### src/rtl/key_sw_io_pkg.sv
// key_sw_io_pkg: shared processor bus width, memory-mapped I/O addresses and open-bus read value.
package key_sw_io_pkg;
  localparam int DBITS = 16;
  localparam logic [15:0] ADDR_KDATA = 16'hFFF0;
  localparam logic [15:0] ADDR_SDATA = 16'hFFF2;
  localparam logic [15:0] ADDR_KCTRL = 16'hFFF4;
  localparam logic [15:0] ADDR_SCTRL = 16'hFFF6;
  localparam logic [15:0] ADDR_HEX   = 16'hFFF8;
  localparam logic [15:0] ADDR_LEDR  = 16'hFFFA;
  localparam logic [15:0] ADDR_LEDG  = 16'hFFFC;
  localparam logic [15:0] DOUT_IDLE  = 16'hDEAD;
endpackage

### src/rtl/debounce_bit.sv
// debounce_bit: 2-flop synchronizer plus stable-count debouncer for one board input.
// The output is always in "active" polarity, so it idles at 0 for keys and switches alike.
module debounce_bit #(
  parameter int DBN_CNT = 50000,
  parameter bit ACT_LOW = 1'b0
) (
  input  logic CLK,
  input  logic RESET_N,
  input  logic i_raw,
  output logic o_db
);
  localparam int CW = (DBN_CNT > 1) ? $clog2(DBN_CNT) : 1;
  localparam logic [CW-1:0] LAST = CW'(DBN_CNT - 1);
  logic r_sync1, r_sync2, r_db;
  logic [CW-1:0] r_cnt;
  logic w_act;
  assign w_act = r_sync2 ^ ACT_LOW;
  always_ff @(posedge CLK or negedge RESET_N)
    if (!RESET_N) begin
      r_sync1 <= ACT_LOW;
      r_sync2 <= ACT_LOW;
      r_db    <= 1'b0;
      r_cnt   <= '0;
    end else begin
      r_sync1 <= i_raw;
      r_sync2 <= r_sync1;
      if (w_act == r_db) r_cnt <= '0;
      else if (r_cnt == LAST) begin
        r_db  <= w_act;
        r_cnt <= '0;
      end else r_cnt <= r_cnt + CW'(1);
    end
  assign o_db = r_db;
endmodule

### src/rtl/key_sw_io.sv
// key_sw_io: debounced key/switch inputs exposed as memory-mapped data and
// sticky ready/overrun status registers with write-1-to-clear.
module key_sw_io #(
  parameter int DBITS   = key_sw_io_pkg::DBITS,
  parameter int DBN_CNT = 50000
) (
  input  logic             CLK,
  input  logic             RESET_N,
  input  logic [3:0]       KEY,
  input  logic [9:0]       SW,
  input  logic [DBITS-1:0] ADDR,
  input  logic [DBITS-1:0] DIN,
  input  logic             WE,
  output logic [DBITS-1:0] DOUT,
  output logic             SEL
);
  import key_sw_io_pkg::*;
  logic [3:0] w_kdb, r_kprev, r_krdy, r_kovr, w_kset, w_kclr, w_koclr;
  logic [9:0] w_sdb, r_sprev;
  logic r_srdy, r_sovr, w_sset, w_kctrl_we, w_sctrl_we;
  logic w_hit_kd, w_hit_sd, w_hit_kc, w_hit_sc;
  logic w_unused;
  genvar i;
  for (i = 0; i < 4; i++) begin : g_key
    debounce_bit #(.DBN_CNT(DBN_CNT), .ACT_LOW(1'b1)) u_db (
      .CLK(CLK), .RESET_N(RESET_N), .i_raw(KEY[i]), .o_db(w_kdb[i]));
  end
  for (i = 0; i < 10; i++) begin : g_sw
    debounce_bit #(.DBN_CNT(DBN_CNT), .ACT_LOW(1'b0)) u_db (
      .CLK(CLK), .RESET_N(RESET_N), .i_raw(SW[i]), .o_db(w_sdb[i]));
  end
  assign w_hit_kd   = ADDR == DBITS'(ADDR_KDATA);
  assign w_hit_sd   = ADDR == DBITS'(ADDR_SDATA);
  assign w_hit_kc   = ADDR == DBITS'(ADDR_KCTRL);
  assign w_hit_sc   = ADDR == DBITS'(ADDR_SCTRL);
  assign w_kctrl_we = WE && w_hit_kc;
  assign w_sctrl_we = WE && w_hit_sc;
  assign w_kset     = w_kdb & ~r_kprev;
  assign w_kclr     = w_kctrl_we ? DIN[3:0] : 4'b0;
  assign w_koclr    = w_kctrl_we ? DIN[7:4] : 4'b0;
  assign w_sset     = |(w_sdb ^ r_sprev);
  assign w_unused   = ^DIN[DBITS-1:8];
  // Set terms are OR-ed after the clear mask so a coincident set wins.
  always_ff @(posedge CLK or negedge RESET_N)
    if (!RESET_N) begin
      r_kprev <= '0;
      r_sprev <= '0;
      r_krdy  <= '0;
      r_kovr  <= '0;
      r_srdy  <= 1'b0;
      r_sovr  <= 1'b0;
    end else begin
      r_kprev <= w_kdb;
      r_sprev <= w_sdb;
      r_krdy  <= (r_krdy & ~w_kclr) | w_kset;
      r_kovr  <= (r_kovr & ~w_koclr) | (w_kset & r_krdy);
      r_srdy  <= (r_srdy & ~(w_sctrl_we & DIN[0])) | w_sset;
      r_sovr  <= (r_sovr & ~(w_sctrl_we & DIN[1])) | (w_sset & r_srdy);
    end
  always_comb begin
    SEL  = w_hit_kd | w_hit_sd | w_hit_kc | w_hit_sc;
    DOUT = w_hit_kd ? DBITS'({12'b0, w_kdb}) :
           w_hit_sd ? DBITS'({6'b0, w_sdb}) :
           w_hit_kc ? DBITS'({8'b0, r_kovr, r_krdy}) :
           w_hit_sc ? DBITS'({14'b0, r_sovr, r_srdy}) :
                      DBITS'(DOUT_IDLE);
  end
endmodule

### config.mk
export PLATFORM = sky130hd
export DESIGN_NAME = key_sw_io
export DESIGN_NICKNAME = d
export VERILOG_FILES = /design/src/rtl/key_sw_io_pkg.sv /design/src/rtl/debounce_bit.sv /design/src/rtl/key_sw_io.sv
export SDC_FILE = /design/constraint.sdc
export NUM_CORES = 1
export LEC_CHECK = 0
export BUFFER_PORTS_ARGS = -buffer_cell sky130_fd_sc_hd__buf_2
export CORE_MARGIN = 1.5
export CORE_UTILIZATION = 30
export DETAILED_ROUTE_END_ITERATION = 7
export PLACE_DENSITY_LB_ADDON = 0.2
export SYNTH_ARGS = -nofsm -noshare
export SYNTH_HDL_FRONTEND = slang
export SYNTH_SLANG_ARGS = --single-unit
### constraint.sdc
create_clock -name CLK -period 2.3 [get_ports CLK]
set_input_delay 0.23 -clock CLK [delete_from_list [all_inputs] [get_ports CLK]]
set_output_delay 0.23 -clock CLK [all_outputs]
set_load 0.05 [all_outputs]
==> summary.md, run 1 <==
| Metric | Value |
|---|---|
| Leak | 6.410 nW |
| Placed cell count | 1,916 |
| Fmax | 463.9 MHz |
| Syn Std Cell Area | 13,410 sq um |
| Crit-path max cell delay | 0.70 ns |
| Vias | 9,393 |
| Period utilization | 93.72% |
| Mapped Nets | 1,348 |
| Non-Filler Instances | 1,988 |
| Worst setup margin | 0.1445 ns |
| Initial antenna violation count | 0 |
| CTS H-tree lvls | 2 |
| DIE HEIGHT | 214.4 um |
| Vias in the first global route | 9,406 |
| R2R depth | 5 |
| Synthesis-stage register bit count | 290 |
| CP Class | input pin to output port |
| CTS tree | built |
| Post-Route WL | 28,070 um |
| Power, Total | 10.73 mW |
| Clk slew on worst S/H paths | 0.06 ns |
| Largest cells by area after synthesis | dfrtp_1 (53%), xnor2_1 (8.0%), nor2_1 (5.9%) |
| Pre-CTS setup slack | 0.09687 ns |
| Antenna Cells | 0 |
| DRT Pass-1 Iters | 4 |
| First-pass GRT wire length | 48,410 um |
| Initial DRC count | 494 |
| Worst-Margin Slew | 0.6569 ns |
| Fin Clk Skew | 0.02806 ns |
| Layout fillers | 4,513 |
| R2R Setup Slk | 0.48 ns |
| Syn. warnings | 0 |
| Nets | 1,440 |
| Die area | 45,990 sq um |
| Final core occ | 35.45% |
| Reg-to-Reg End | g_key[0].u_db.r_cnt[6] |
| RSZ-0062 raised after global routing | false |
| Initial Utilization | 30.40% |
| Setup Viol. Count Final | 0 |
| Max VDD drop | 0.5463 mV |
| Final instance area | 15,640 sq um |
| Post-Synthesis Cells | 1,285 |
| Die width | 214.4 um |
| Num CTS Buffers | 34 |
| Crit path required time | 2.07 ns |
| Post-synthesis sequential area ratio | 54.18% |
| DR vias/cell | 4.725 |
| Yosys top cell by area | dfrtp_1 |
| GRT Total Usage | 12.58% |
| Min-Delay Path Depth | 3 |
| Power per Cell Area | 686.2 nW/um^2 |
| Critical-path top delay cell | or4_4 |
| Syn Area/Cell | 10.44 sq um |
| Status | completed |
| Site row count | 77 |
| DRC violation count after routing | 0 |
| Setup tns final | 0 ns |
| Crit-path max FO | 15 |
| Core area | 44,120 sq um |
| Clk_lat worst skew | 0.52 ns |
| Resized Gates After CTS | 0 |
| Io pins | 66 |
| CTS root buffer | clkbuf_16 |
| HP Start | DIN[3] |
| CP cell instances | buf_2 -> or2_1 -> or4_4 -> clkinv_8 -> and3_2 -> buf_2 |
| Fin. max-slew vios | 0 |
| WHS | 0.03229 ns |
| Slew margin rel. | 56.21% |
| Reg2reg start | g_key[0].u_db.r_cnt[0] |
| Per-cell routed wire length | 14.12 um |
| Min Clock Period, post-route | 2.155 ns |
| Data arrival time of the critical path | 1.93 ns |
| Startpoint types | input pin |
| Gpl congestion | 0.7690 |
| Port buffer count | 56 |
| Final Hold Fails | 0 |
| Top cell type's share of synthesized area | 52.61% |
| Routed Antenna Nets | 0 |
| Top cell family by delay on the critical path | simple AND/OR/NAND/NOR gates |
| Remaining Overflow, GRT | 0 |
| Post-synth EDFFs | 0 |
| Ys flop type | dfrtp_1 |
| Worst-case clock buffer depth | 3 |
| Share of layout cells above drive strength 1 | 11.25% |
| CP endpoint kind | output port |
| Max_cap viols | 0 |
| Worst Hold Class | input pin to flip-flop |
| Largest net degree at the start of global routing | 76 |
| CP dominant cell by count | buf_2 |
| Buf+Inv Stages, Crit Path | 3 |
| Post-synthesis cell type count | 52 |
| DP Area | 14,430 sq um |
| Area delta synth->final | 16.61% |
| Async SR Flop Fraction | 100.0% |
| WHS Endpoint | r_krdy[3] |
| Clock sinks | 290 |
| Hpwl dp | 18,850 um |
==> registers in the layout, indices dropped and copies added, names as in the netlist, 10 cells and up <==
name / cells
g_key.u_db.r_cnt: 64
g_sw.u_db.o_db: 10
g_sw.u_db.r_cnt: 160
g_sw.u_db.r_sync2: 10
g_sw.u_db.r_sync1: 10
r_sprev: 10
==> worst max-delay path by stage <==
stage                       start       to  slack [ns]  cells after the start
after global placement    ADDR[0]  DOUT[8]         0.1                      6
final                     ADDR[0]  DOUT[8]        0.14                      6
after global routing      ADDR[0]  DOUT[8]        0.08                      6
after floorplan           ADDR[0]  DOUT[4]        0.24                      4
after detailed placement  ADDR[0]  DOUT[8]         0.1                      6
after CTS                 ADDR[0]  DOUT[8]         0.1                      6
==> logic make-up after synthesis <==
| logic type | synth area share, % |
|---|---|
| buffers and inverters | 2.304 |
| adders and majority gates | 1.306 |
| AOI/OAI and AO/OA | 3.526 |
| muxes | 1.157 |
| and+or+nand+nor | 24.83 |
| xor gates and xnor gates | 12.67 |
| other | 0.02796 |
| DFF | 54.18 |
==> worst min-delay path: stages <==
cell     delay, ns
buf_2         0.10
nand4_1       0.07
a21o_1        0.11
==> cells in the mapped netlist, types with 8 or more instances <==
| library cell | number |
|---|---|
| and4_1 | 15 |
| nand4_1 | 79 |
| nor4_1 | 30 |
| inv_1 | 30 |
| xor2_1 | 72 |
| nor2_1 | 212 |
| nor4b_1 | 13 |
| or3_1 | 16 |
| nor4bb_1 | 27 |
| mux2_2 | 10 |
| and3_1 | 30 |
| xnor2_1 | 122 |
| dfrtp_1 | 282 |
| nor3_1 | 35 |
| a21oi_1 | 25 |
| o21ai_0 | 20 |
| nand2_1 | 73 |
| nand3_1 | 67 |
| ha_1 | 14 |
| dfstp_2 | 8 |
| clkbuf_1 | 22 |
==> repair_timing <==
item                       CTS  global route
setup endpoints to repair    0             0
hold buffers                17             0
hold endpoints to repair    79             0
buffers inserted             0             0
==> report_power, final <==
| group | total (mW) | switching (mW) | internal (mW) |
|---|---|---|---|
| Clock | 5.08 | 2.07 | 3.02 |
| Combinational | 0.384 | 0.247 | 0.137 |
| Sequential | 5.27 | 0.0717 | 5.19 |
==> metal layers <==
| metal | global-route usage [%] | part of all wire (%) | wire length [um] | up-vias |
|---|---|---|---|---|
| li1 | - | - | - | 4691 |
| met1 | 17.41 | 49 | 13860 | 4542 |
| met2 | 19.56 | 44 | 12490 | 119 |
| met3 | 2.369 | 3.5 | 973 | 41 |
| met4 | 4.648 | 2.7 | 753 | 0 |
| met5 | 0 | 0 | 0 | - |
==> layout by cell type, fill, tap and decap left out, drive strengths merged, types with 31 or more instances in the layout <==
master and n:
dfrtp 282, nor2 212, xnor2 122, nand4 79, nand2 73, xor2 72
buf 72, nand3 67, clkbuf 46, nor3 35, and3 31, inv 31
==> cell type report <==
type                    count  area, sq um  share of cell area (%)
inverters                  31        128.9                  0.8239
clock buffers              46        957.2                   6.119
well taps                 592        740.7                   4.736
multi-input cells         931         5837                   37.32
clock inverters             9        80.08                  0.5120
repair buffers             89        630.6                   4.032
flip-flops and latches    290         7267                   46.46
Note: power is estimated with default switching activity, not from simulation.
==> run 2, diff against run 1 <==
CTS_BUF_LIST = sky130_fd_sc_hd__clkbuf_8   (was unset)
PLACE_DENSITY = 0.48   (was unset)
PLACE_DENSITY_LB_ADDON = unset   (was 0.2)
==> run 2 against run 1 <==
Against the previous run: cell count is 2.7% higher; register-to-register slack hardly changed; sequential power hardly changed; largest cell class unchanged.
==> summary.md, run 2 (same netlist as run 1, synthesis figures left out) <==
| Metric | Value |
|---|---|
| Die area | 45,990 sq um (unchanged) |
| Remaining Overflow, GRT | 0 (unchanged) |
| Crit-path max cell delay | 0.52 ns (was 0.70 ns) |
| Vias | 9,569 (was 9,393) |
| Worst-case clock buffer depth | 3 (unchanged) |
| Leak | 6.584 nW (was 6.410 nW) |
| Max VDD drop | 0.6185 mV (was 0.5463 mV) |
| Num CTS Buffers | 51 (was 34) |
| Max reg flops | 160 (unchanged) |
| GRT Total Usage | 13.04% (was 12.58%) |
| Die width | 214.4 um (unchanged) |
| Largest net degree at the start of global routing | 59 (was 76) |
| DIE HEIGHT | 214.4 um (unchanged) |
| Gpl congestion | 0.7831 (was 0.7690) |
| Site row count | 77 (unchanged) |
| CTS root buffer | clkbuf_8 (was clkbuf_16) |
| Area delta synth->final | 18.68% (was 16.61%) |
| Busiest layer in global routing | met2 (unchanged) |
| Clk_lat worst skew | 0.62 ns (was 0.52 ns) |
| Core area | 44,120 sq um (unchanged) |
| Power per Cell Area | 693.3 nW/um^2 (was 686.2 nW/um^2) |
| DP Area | 14,430 sq um (unchanged) |
| CTS tree | built (unchanged) |
| M3 GR Usage | 3.064% (was 2.369%) |
| Clock sinks | 290 (unchanged) |
| Period utilization | 95.68% (was 93.72%) |
| Hpwl dp | 19,180 um (was 18,850 um) |
| Worst Hold Class | input pin to flip-flop (unchanged) |
| Met1 usage | 17.65% (was 17.41%) |
| CP Class | flip-flop to output port (was input pin to output port) |
| DR vias/cell | 4.688 (was 4.725) |
| Placed cell count | 1,916 (unchanged) |
| Vias in the first global route | 9,659 (was 9,406) |
| First-pass GRT wire length | 49,790 um (was 48,410 um) |
| Met2 global-route usage | 20.28% (was 19.56%) |
| Buf+Inv Stages, Crit Path | 1 (was 3) |
| DRT Pass-1 Iters | 4 (unchanged) |
| CTS H-tree lvls | 2 (unchanged) |
| DRC violation count after routing | 0 (unchanged) |
| Commonest non-fill, non-tap cell in the layout | dfrtp_1 (unchanged) |
| Fin Clk Skew | 0.01802 ns (was 0.02806 ns) |
| Source of the critical timing path | g_key[1].u_db.o_db (was ADDR[0]) |
| Layout fillers | 4,569 (was 4,513) |
| Fmax | 454.4 MHz (was 463.9 MHz) |
| Per-cell routed wire length | 14.17 um (was 14.12 um) |
| Commonest cells after routing, fill and taps aside | dfrtp_1 (282), nor2_1 (212), xnor2_1 (122) (unchanged) |
| Initial antenna violation count | 1 (was 0) |
| Final instance area | 15,920 sq um (was 15,640 sq um) |
| CP cell instances | mux4_2 -> and2_2 -> buf_2 (was buf_2 -> or2_1 -> or4_4 -> clkinv_8 -> and3_2 -> buf_2) |
| Min Clock Period, post-route | 2.201 ns (was 2.155 ns) |
| Reg2reg start | g_key[0].u_db.r_cnt[0] (unchanged) |
| Io pins | 66 (unchanged) |
| Initial Utilization | 30.40% (unchanged) |
| Startpoint types | flip-flop (was input pin) |
| Crit-path max FO | 2 (was 15) |
| Share of layout cells above drive strength 1 | 13.39% (was 11.25%) |
| HP Start | ADDR[2] (was DIN[3]) |
| Non-Filler Instances | 2,041 (was 1,988) |
| Status | completed (unchanged) |
| Post-Route WL | 28,920 um (was 28,070 um) |
| Nets | 1,471 (was 1,440) |
| Critical-path top delay cell | mux4_2 (was or4_4) |
| Biggest regs | g_sw.u_db.r_cnt x160, g_key.u_db.r_cnt x64 (unchanged) |
| CP endpoint kind | output port (unchanged) |
| Initial DRC count | 395 (was 494) |
| Setup tns final | 0 ns (unchanged) |
| Data arrival time of the critical path | 1.97 ns (was 1.93 ns) |
| Top cell family by delay on the critical path | multiplexers (was simple AND/OR/NAND/NOR gates) |
| Fin. max-slew vios | 0 (unchanged) |
| Largest Register | g_sw.u_db.r_cnt (unchanged) |
| Antenna Cells | 0 (unchanged) |
| Slew margin rel. | 63.64% (was 56.21%) |
| RSZ-0062 raised after global routing | false (unchanged) |
| Resized Gates After CTS | 0 (unchanged) |
| Setup Viol. Count Final | 0 (unchanged) |
| Final Hold Fails | 0 (unchanged) |
| Worst-Margin Slew | 0.5441 ns (was 0.6569 ns) |
| Port buffer count | 56 (unchanged) |
| Max_cap viols | 0 (unchanged) |
| Routed Antenna Nets | 0 (unchanged) |
| Crit path required time | 2.07 ns (about the same) |
| Clk slew on worst S/H paths | 0.06 ns (about the same) |
-- run 2: cell type report --
type / count / area [sq um] / share of cell area, %
well taps: 592 / 740.7 / 4.653
flip-flops and latches: 290 / 7267 / 45.65
multi-input cells: 931 / 5837 / 36.67
inverters: 31 / 128.9 / 0.8096
clock inverters: 27 / 255.2 / 1.603
clock buffers: 67 / 922.1 / 5.793
repair buffers: 103 / 768.2 / 4.826
-- run 2: path summary, 6_finish.rpt --
check / to / slack [ns] / cells after the start
worst max-delay path: DOUT[1] / 0.1 / 3
worst min-delay path: r_sovr / 0.09 / 4
worst max register to register: g_key[0].u_db.r_cnt[8] / 0.47 / 5
worst min register to register: g_sw[0].u_db.r_sync2 / 0.35 / 0
max in group asynchronous: g_key[0].u_db.r_sync2 / 1.33 / 3
min in group asynchronous: g_sw[3].u_db.r_cnt[9] / 0.18 / 2
-- run 2: per-stage QoR --
step / worst slack, ns / util (%) / hold slack, ns / power (mW)
after floorplan: 0.2350 / - / -0.06559 / 5.501
after global placement: 0.09764 / 32.71 / 0.2017 / 5.734
after detailed placement: 0.08517 / 32.71 / 0.2077 / 5.735
after CTS: 0.008918 / 36.08 / 0.01974 / 11.29
after global routing: 0.01697 / 36.08 / 0.08271 / 11.58
final: 0.09943 / 36.08 / 0.08677 / 11.04
-- run 2: layer usage --
metal	vias to the layer above	part of all wire (%)
li1	4751	-
met1	4642	49
met2	117	44
met3	59	3.7
met4	0	3.0
met5	-	0
-- run 2: repair_timing --
action / CTS / global route
setup endpoints to repair: 1 / 0
buffers inserted: 1 / 0
endpoints found under the hold margin: 284 / 0
hold buffers: 30 / 0
-- run 2: power by group --
part	leakage, nW	total [mW]	internal [mW]	switching (mW)
registers	3.93	5.27	5.20	0.0705
clock network	0.641	5.38	3.17	2.21
logic	2.01	0.395	0.143	0.251
total	6.58	11.0	8.51	2.53
-- run 2: worst reg2reg max path: stages (launching register included) --
cell and delay [ns]:
dfrtp_1 0.38, ha_1 0.21, and3_1 0.31, nand4_1 0.22, nand2_1 0.46, nor2_1 0.11
